<file path="config.mk">
export PLATFORM = sky130hd
export DESIGN_NAME = nco_wave_gen_flat
export DESIGN_NICKNAME = d
export VERILOG_FILES = /design/src/rtl/nco_wave_gen_if.sv /design/src/rtl/nco_wave_gen.sv /design/src/flat_wrapper.sv
export SDC_FILE = /design/constraint.sdc
export NUM_CORES = 1
export LEC_CHECK = 0
export CAP_MARGIN = 20
export CORE_MARGIN = 4
export CORE_UTILIZATION = 62
export DETAILED_ROUTE_END_ITERATION = 8
export PLACE_DENSITY_LB_ADDON = 0.25
export SLEW_MARGIN = 30
export SYNTH_ARGS = -nofsm -noshare
export SYNTH_HDL_FRONTEND = slang
export SYNTH_SLANG_ARGS = --single-unit
</file>
<file path="constraint.sdc">
create_clock -name clk -period 8.2 [get_ports clk]
set_clock_uncertainty 0.05 [all_clocks]
set_input_delay 0.82 -clock clk [delete_from_list [all_inputs] [get_ports clk]]
set_output_delay 0.82 -clock clk [all_outputs]
set_load 0.02 [all_outputs]
</file>
<file path="src/rtl/nco_wave_gen_if.sv">
// Sample-request, run-control, frequency-word handshake and code output
// bundle between the NCO and its PWM DAC / controller.
interface nco_wave_gen_if #(
  parameter int unsigned PHASE_WIDTH = 24,
  parameter int unsigned CODE_WIDTH  = 10
);
  logic                   next_sample;
  logic                   enable;
  logic [1:0]             wave_sel;
  logic [PHASE_WIDTH-1:0] fcw_in;
  logic                   fcw_valid;
  logic                   fcw_ready;
  logic [CODE_WIDTH-1:0]  code;
  logic                   code_valid;

  modport master (
    output next_sample, enable, wave_sel, fcw_in, fcw_valid,
    input  fcw_ready, code, code_valid
  );

  modport slave (
    input  next_sample, enable, wave_sel, fcw_in, fcw_valid,
    output fcw_ready, code, code_valid
  );
endinterface

</file>
<file path="src/rtl/nco_wave_gen.sv">
// Numerically controlled oscillator producing sawtooth/square/triangle codes
// for a PWM DAC, with a one-deep pending frequency word promoted on samples.
module nco_wave_gen #(
  parameter int unsigned PHASE_WIDTH = 24,
  parameter int unsigned CODE_WIDTH  = 10
) (
  input logic          clk,
  input logic          rst,
  nco_wave_gen_if.slave bus
);

  localparam logic [1:0] WAVE_SAW    = 2'd0;
  localparam logic [1:0] WAVE_SQUARE = 2'd1;
  localparam logic [1:0] WAVE_TRI    = 2'd2;

  logic [PHASE_WIDTH-1:0] phase_q;
  logic [PHASE_WIDTH-1:0] fcw_act_q;
  logic [PHASE_WIDTH-1:0] fcw_pend_q;
  logic                   pend_q;
  logic                   ready_q;
  logic [CODE_WIDTH-1:0]  code_q;
  logic                   code_valid_q;

  logic [PHASE_WIDTH-1:0] incr_c;
  logic [CODE_WIDTH-1:0]  tri_c;
  logic [CODE_WIDTH-1:0]  wave_c;
  logic                   accept_c;
  logic                   pend_n_c;

  // Effective increment uses the pending word if present, before any new acceptance.
  always_comb begin
    incr_c   = pend_q ? fcw_pend_q : fcw_act_q;
    accept_c = bus.fcw_valid && ready_q;
    pend_n_c = pend_q;
    if (accept_c) begin
      pend_n_c = 1'b1;
    end else if (bus.next_sample) begin
      pend_n_c = 1'b0;
    end
  end

  // Waveform shaping from the current phase.
  always_comb begin
    tri_c  = phase_q[PHASE_WIDTH-2 -: CODE_WIDTH];
    wave_c = '0;
    case (bus.wave_sel)
      WAVE_SAW:    wave_c = phase_q[PHASE_WIDTH-1 -: CODE_WIDTH];
      WAVE_SQUARE: wave_c = phase_q[PHASE_WIDTH-1] ? '0 : '1;
      WAVE_TRI:    wave_c = phase_q[PHASE_WIDTH-1] ? ~tri_c : tri_c;
      default:     wave_c = '0;
    endcase
  end

  always_ff @(posedge clk) begin
    if (rst) begin
      phase_q      <= '0;
      fcw_act_q    <= '0;
      fcw_pend_q   <= '0;
      pend_q       <= 1'b0;
      ready_q      <= 1'b0;
      code_q       <= '0;
      code_valid_q <= 1'b0;
    end else begin
      code_valid_q <= bus.next_sample;
      pend_q       <= pend_n_c;
      ready_q      <= !pend_n_c;
      if (accept_c) begin
        fcw_pend_q <= bus.fcw_in;
      end
      if (bus.next_sample) begin
        if (pend_q) begin
          fcw_act_q <= fcw_pend_q;
        end
        if (bus.enable) begin
          code_q  <= wave_c;
          phase_q <= PHASE_WIDTH'(phase_q + incr_c);
        end else begin
          code_q  <= '0;
          phase_q <= '0;
        end
      end
    end
  end

  assign bus.fcw_ready  = ready_q;
  assign bus.code       = code_q;
  assign bus.code_valid = code_valid_q;

endmodule

</file>
<file path="src/flat_wrapper.sv">
// flat-port wrapper written by rule: the top's interface ports become plain ports
module nco_wave_gen_flat 
#(
  parameter int unsigned PHASE_WIDTH = 24,
  parameter int unsigned CODE_WIDTH  = 10
)
  (clk, rst, bus_next_sample, bus_enable, bus_wave_sel, bus_fcw_in, bus_fcw_valid, bus_fcw_ready, bus_code, bus_code_valid);
  nco_wave_gen_if #(.PHASE_WIDTH(PHASE_WIDTH), .CODE_WIDTH(CODE_WIDTH)) bus_i ();
  input logic clk;
  input logic rst;
  input wire logic [$bits(bus_i.next_sample)-1:0] bus_next_sample;
  input wire logic [$bits(bus_i.enable)-1:0] bus_enable;
  input wire logic [$bits(bus_i.wave_sel)-1:0] bus_wave_sel;
  input wire logic [$bits(bus_i.fcw_in)-1:0] bus_fcw_in;
  input wire logic [$bits(bus_i.fcw_valid)-1:0] bus_fcw_valid;
  output wire logic [$bits(bus_i.fcw_ready)-1:0] bus_fcw_ready;
  output wire logic [$bits(bus_i.code)-1:0] bus_code;
  output wire logic [$bits(bus_i.code_valid)-1:0] bus_code_valid;
  assign bus_i.next_sample = bus_next_sample;
  assign bus_i.enable = bus_enable;
  assign bus_i.wave_sel = bus_wave_sel;
  assign bus_i.fcw_in = bus_fcw_in;
  assign bus_i.fcw_valid = bus_fcw_valid;
  assign bus_fcw_ready = bus_i.fcw_ready;
  assign bus_code = bus_i.code;
  assign bus_code_valid = bus_i.code_valid;
  nco_wave_gen #(.PHASE_WIDTH(PHASE_WIDTH), .CODE_WIDTH(CODE_WIDTH)) u_core (.clk(clk), .rst(rst), .bus(bus_i));
endmodule
</file>
-- Word level (Yosys, flattened, before mapping)
Cells that the tools add are included.
- output and inout port bits: 12
- input bits: 31
- logic and storage cells: 22
- bits in registers: 85
- reduce and logical (&&, ||, !) cells: 3
- bitwise gates (word level): 1
- $add $sub $neg: 1
- muxes and demuxes: 8
- equal/unequal tests: 2
- operators by type and width (cell ; count):
    24-bit two-way mux ; 2
    10-bit two-way mux ; 3
    10-bit case mux with 3 select lines ; 1
    24-bit adder ; 1
    10-bit NOT ; 1
    2-bit by 1-bit equality test with 1-bit output (second input constant) ; 1
    2-bit equality test (second input constant) ; 1
    2-bit zero test ; 1
    1-bit two-way mux ; 2
    1-bit logical AND ; 1
    1-bit zero test ; 1

-- Logic depth before layout (Yosys ltp)
- depth in word-level cells: 4
- mapped depth: 13
- mapped depth without buffers: 11

-- Worst setup path before layout
OpenSTA, ideal clock, no wires.
- path kind: flip-flop to flip-flop
- from: register u_core.pend_q
- to: register u_core.phase_q[16]
- clock period less this slack: 3.501 ns
- path slack: 4.699 ns
- arrival: 3.334 ns
- setup time: 0.117 ns
- data required time: 8.033 ns
- cell stages (with the launch flop): 14
- buffers on the path: 2
- cells stage by stage: dfxtp_1 clkbuf_1 buf_1 mux2_2 ha_1 fa_1 a21oi_1 o21a_1 o21ai_1 a311oi_1 o21a_1 o21bai_1 xor2_1 a22o_1
- cells in the longest elaborated chain, start to end: 3
- RTL lines (item ; RTL line ; text):
    start: declaration ; nco_wave_gen.sv:19 ; logic pend_q;
    start signal: assignment ; nco_wave_gen.sv:65 ; pend_q <= pend_n_c;
    24-bit two-way mux ; -- ;
    net u_core.incr_c[0] ; nco_wave_gen.sv:24 ; logic [PHASE_WIDTH-1:0] incr_c;
    24-bit adder ; nco_wave_gen.sv:76 ; phase_q <= PHASE_WIDTH'(phase_q + incr_c);
    24-bit two-way mux ; nco_wave_gen.sv:74 ; if (bus.enable) begin
    end signal: assignment ; nco_wave_gen.sv:76 ;
    end: declaration ; nco_wave_gen.sv:16 ; logic [PHASE_WIDTH-1:0] phase_q;
The timed path passes the listed nets, and every way through them passes these cells.
A chain may end at the register's enable or synchronous reset.

-- Worst setup path after layout
Ends and elaborated chain as after synthesis.

==> metrics.md <==
| Metric | Value |
|---|---|
| Number of synthesized flops with an enable pin | 0 |
| Root Buffer Master | clkbuf_8 |
| Commonest non-fill, non-tap cell in the layout | nor2_1 |
| Synth Flop Type | dfxtp_1 |
| Cell type with the highest aggregate area in the netlist | dfxtp_1 |
| Result of the run | complete, no violations |
| Combined area of all synthesized cells | 4520 µm² |
| Vias per inst | 6.02 |
| Syn Area/Cell | 8.05 µm² |
| Hold buffers post-CTS | 0 |
| Die Y | 93.4 µm |
| Leading post-synthesis cells by cell area | dfxtp_1 38%, nor2_1 7.3%, a21oi_1 7.0%, ha_1 6.4%, nand2_1 6.1% |
| Placeable core region | 6940 µm² |
| Power density cells | 172 nW/µm² |
| Remaining number of nets flagged by the antenna check after routing | 0 |
| Number of vias in the routed layout | 4150 |
| Max-slew headroom at the worst pin | 0.419 |
| Share of the clock period used by the worst path after layout | 0.437 |
| Static leakage power | 2.07 nW |
| Yosys top cell area share | 0.376 |
| Count of unique library cells instantiated by Yosys | 56 |
| Nature of the critical path endpoint | flip-flop |
| Resize count post-CTS | 0 |
| Data arrival time of the worst path | 3790 ps |
| Synthesis-stage register bit count | 85 |
| Number of setup violations in the final report | 0 |
| Mapped Cells | 562 |
| Worst VDD drop | 111 µV |
| Detailed-placement wirelength estimate | 7740 µm |
| Number of warnings printed during yosys synthesis | 0 |
| Clock transition at the register clock pins on the worst setup and hold paths after CTS | 90 ps |
| Filler cells | 537 |
| Routed wirelength normalized by instance count | 16.1 µm |
| Buffers inserted by post-CTS timing repair | 0 |
| H-tree Lvls | 3 |
| # rows | 30 |
| Data required, critical path | 8410 ps |
| CP Launch Type | flip-flop |
| TritonCTS clock tree | done |
| Number of iterations in the first detailed-routing pass | 4 |
| Number of antenna violations at the first check in global routing | 0 |
| First-pass GRT wire length | 18300 µm |
| Hold Crit Class | flip-flop to flip-flop |
| Die width | 93.4 µm |
| Setup TNS after final layout | 0 ps |
| Worst Path Class, Setup | flip-flop to flip-flop |
| Antenna cells | 0 |
| Worst-margin pin slew | 871 ps |
| Post-synthesis net count | 617 |
| Cts bufs inserted | 9 |
| Final critical path time including I/O delays and setup | 3580 ps |
| Nets | 643 |
| Unrepaired setup endpoints after global routing | no |
| Power after layout | 892 µW |
| Max Fclk | 279 MHz |
| Starting utilization of the core area | 0.651 |
| IO Pins | 43 |
| Initial DRC count | 262 |
| Most used cells in the layout excluding fill and tap cells | 86 x nor2_1, 85 x dfxtp_1, 74 x nand2_1 |
| Fraction of layout instances using a drive strength above 1 | 0.0961 |
| Number of buffer cells added on primary ports | 42 |
| Num Clock Sinks | 85 |
| Layout Area Growth over Synthesis | 14.4% |
| Critical Path Fanout Max | 27 |
| CTS Buffer Depth | 2 |
| Final WL | 11100 µm |
| Max Slew Vio Count | 0 |
| Final hold viol count | 0 |
| Share of the yosys chip area belonging to registers | 0.376 |
| Maximum capacitance violations | 0 |
| Largest net degree at the start of global routing | 75 |
| Placer's final routability congestion estimate | 0.884 |
| Share of flip-flops with an asynchronous set or reset | 0 |
| Skew-Pair Late Insertion Delay | 360 ps |
| Count of unresolved DRC violations after routing | 0 |
| Post-route cell area | 5170 µm² |
| Post-DP Area | 4960 µm² |
| GR Util All Layers | 0.260 |
| Total gr overflow | 0 |
| Floorplan die area | 8730 µm² |
| Via count of the first global-routing pass | 4015 |
through the flow:
stage | util | worst slack [ps] | hold WS, ps | instances
3_3_place_gp | 0.715 | 4810 | 391 | 673
4_1_cts | 0.745 | 4650 | 416 | 689
5_1_grt | 0.745 | 4300 | 431 | 689
6_report | 0.745 | 4620 | 411 | 689
2_1_floorplan | - | 4700 | 383 | 562
3_5_place_dp | 0.715 | 4720 | 403 | 673
cell families after synthesis:
family	count (synthesis)	share of synthesized area
simple gates	218	0.204
compound gates	157	0.227
flops	85	0.376
buf+inv	38	0.0337
mux	24	0.0598
fa+ha+maj	24	0.0681
xor+xnor	16	0.0310
critical path, stage by stage (launching register included):
cell      delay (ps)
dfxtp_1          310
buf_4            320
mux2_2           400
ha_1             250
fa_1             410
a21oi_1          210
o21a_1           170
o21ai_1          120
a311oi_1         500
o21a_1           280
o21bai_1         110
xor2_1           140
a22o_1           200
metal layers:
metal  share of wire  track usage
met1            0.42        0.306
met2            0.52        0.468
met3           0.035       0.0338
met4           0.027        0.115
met5               0            0
layout make-up:
class | count | area [µm²] | area share
clock inverter | 5 | 66.3 | 0.0128
tap | 96 | 120 | 0.0232
timing repair buffer | 46 | 445 | 0.0861
sequential | 85 | 1700 | 0.329
multi-input combinational | 439 | 2670 | 0.517
inverter | 7 | 26.3 | 0.00508
clock buffer | 11 | 141 | 0.0273
cell usage after synthesis, types with 3 or more instances:
library cell / instances
nor2_1: 88
dfxtp_1: 85
nand2_1: 74
a21oi_1: 63
nor3_1: 27
mux2_2: 24
ha_1: 23
clkbuf_1: 22
a22oi_1: 16
o21ai_0: 13
a22o_1: 10
o22ai_1: 10
xnor2_1: 9
a21o_1: 8
xor2_1: 7
buf_1: 6
nand3_1: 6
inv_1: 5
o21a_1: 5
nand4_1: 4
nor2b_1: 4
o21ai_1: 4
or3_1: 4
a211oi_2: 3
a21oi_2: 3
and2_1: 3
path summary, 6_finish.rpt:
| path | startpoint | endpoint | slack [ps] | depth (start not counted) |
|---|---|---|---|---|
| worst min register to register | u_core.fcw_pend_q[0] | u_core.fcw_pend_q[0] | 410 | 2 |
| worst min-delay path | u_core.fcw_pend_q[0] | u_core.fcw_pend_q[0] | 410 | 2 |
| worst max-delay path | u_core.pend_q | u_core.phase_q[16] | 4620 | 12 |
| worst max register to register | u_core.pend_q | u_core.phase_q[16] | 4620 | 12 |
sequential cells by signal (all words and copies together), names as in the netlist:
register and flops:
u_core.bus.code 10, u_core.bus.code_valid 1, u_core.bus.fcw_ready 1, u_core.fcw_act_q 24
u_core.fcw_pend_q 24, u_core.pend_q 1, u_core.phase_q 24
where the power goes:
group	switching [mW]	internal, mW
clock	0.160	0.154
combinational	0.0766	0.0586
sequential	0.0112	0.431
total	0.248	0.643
Note: power is estimated with default switching activity, not from simulation.
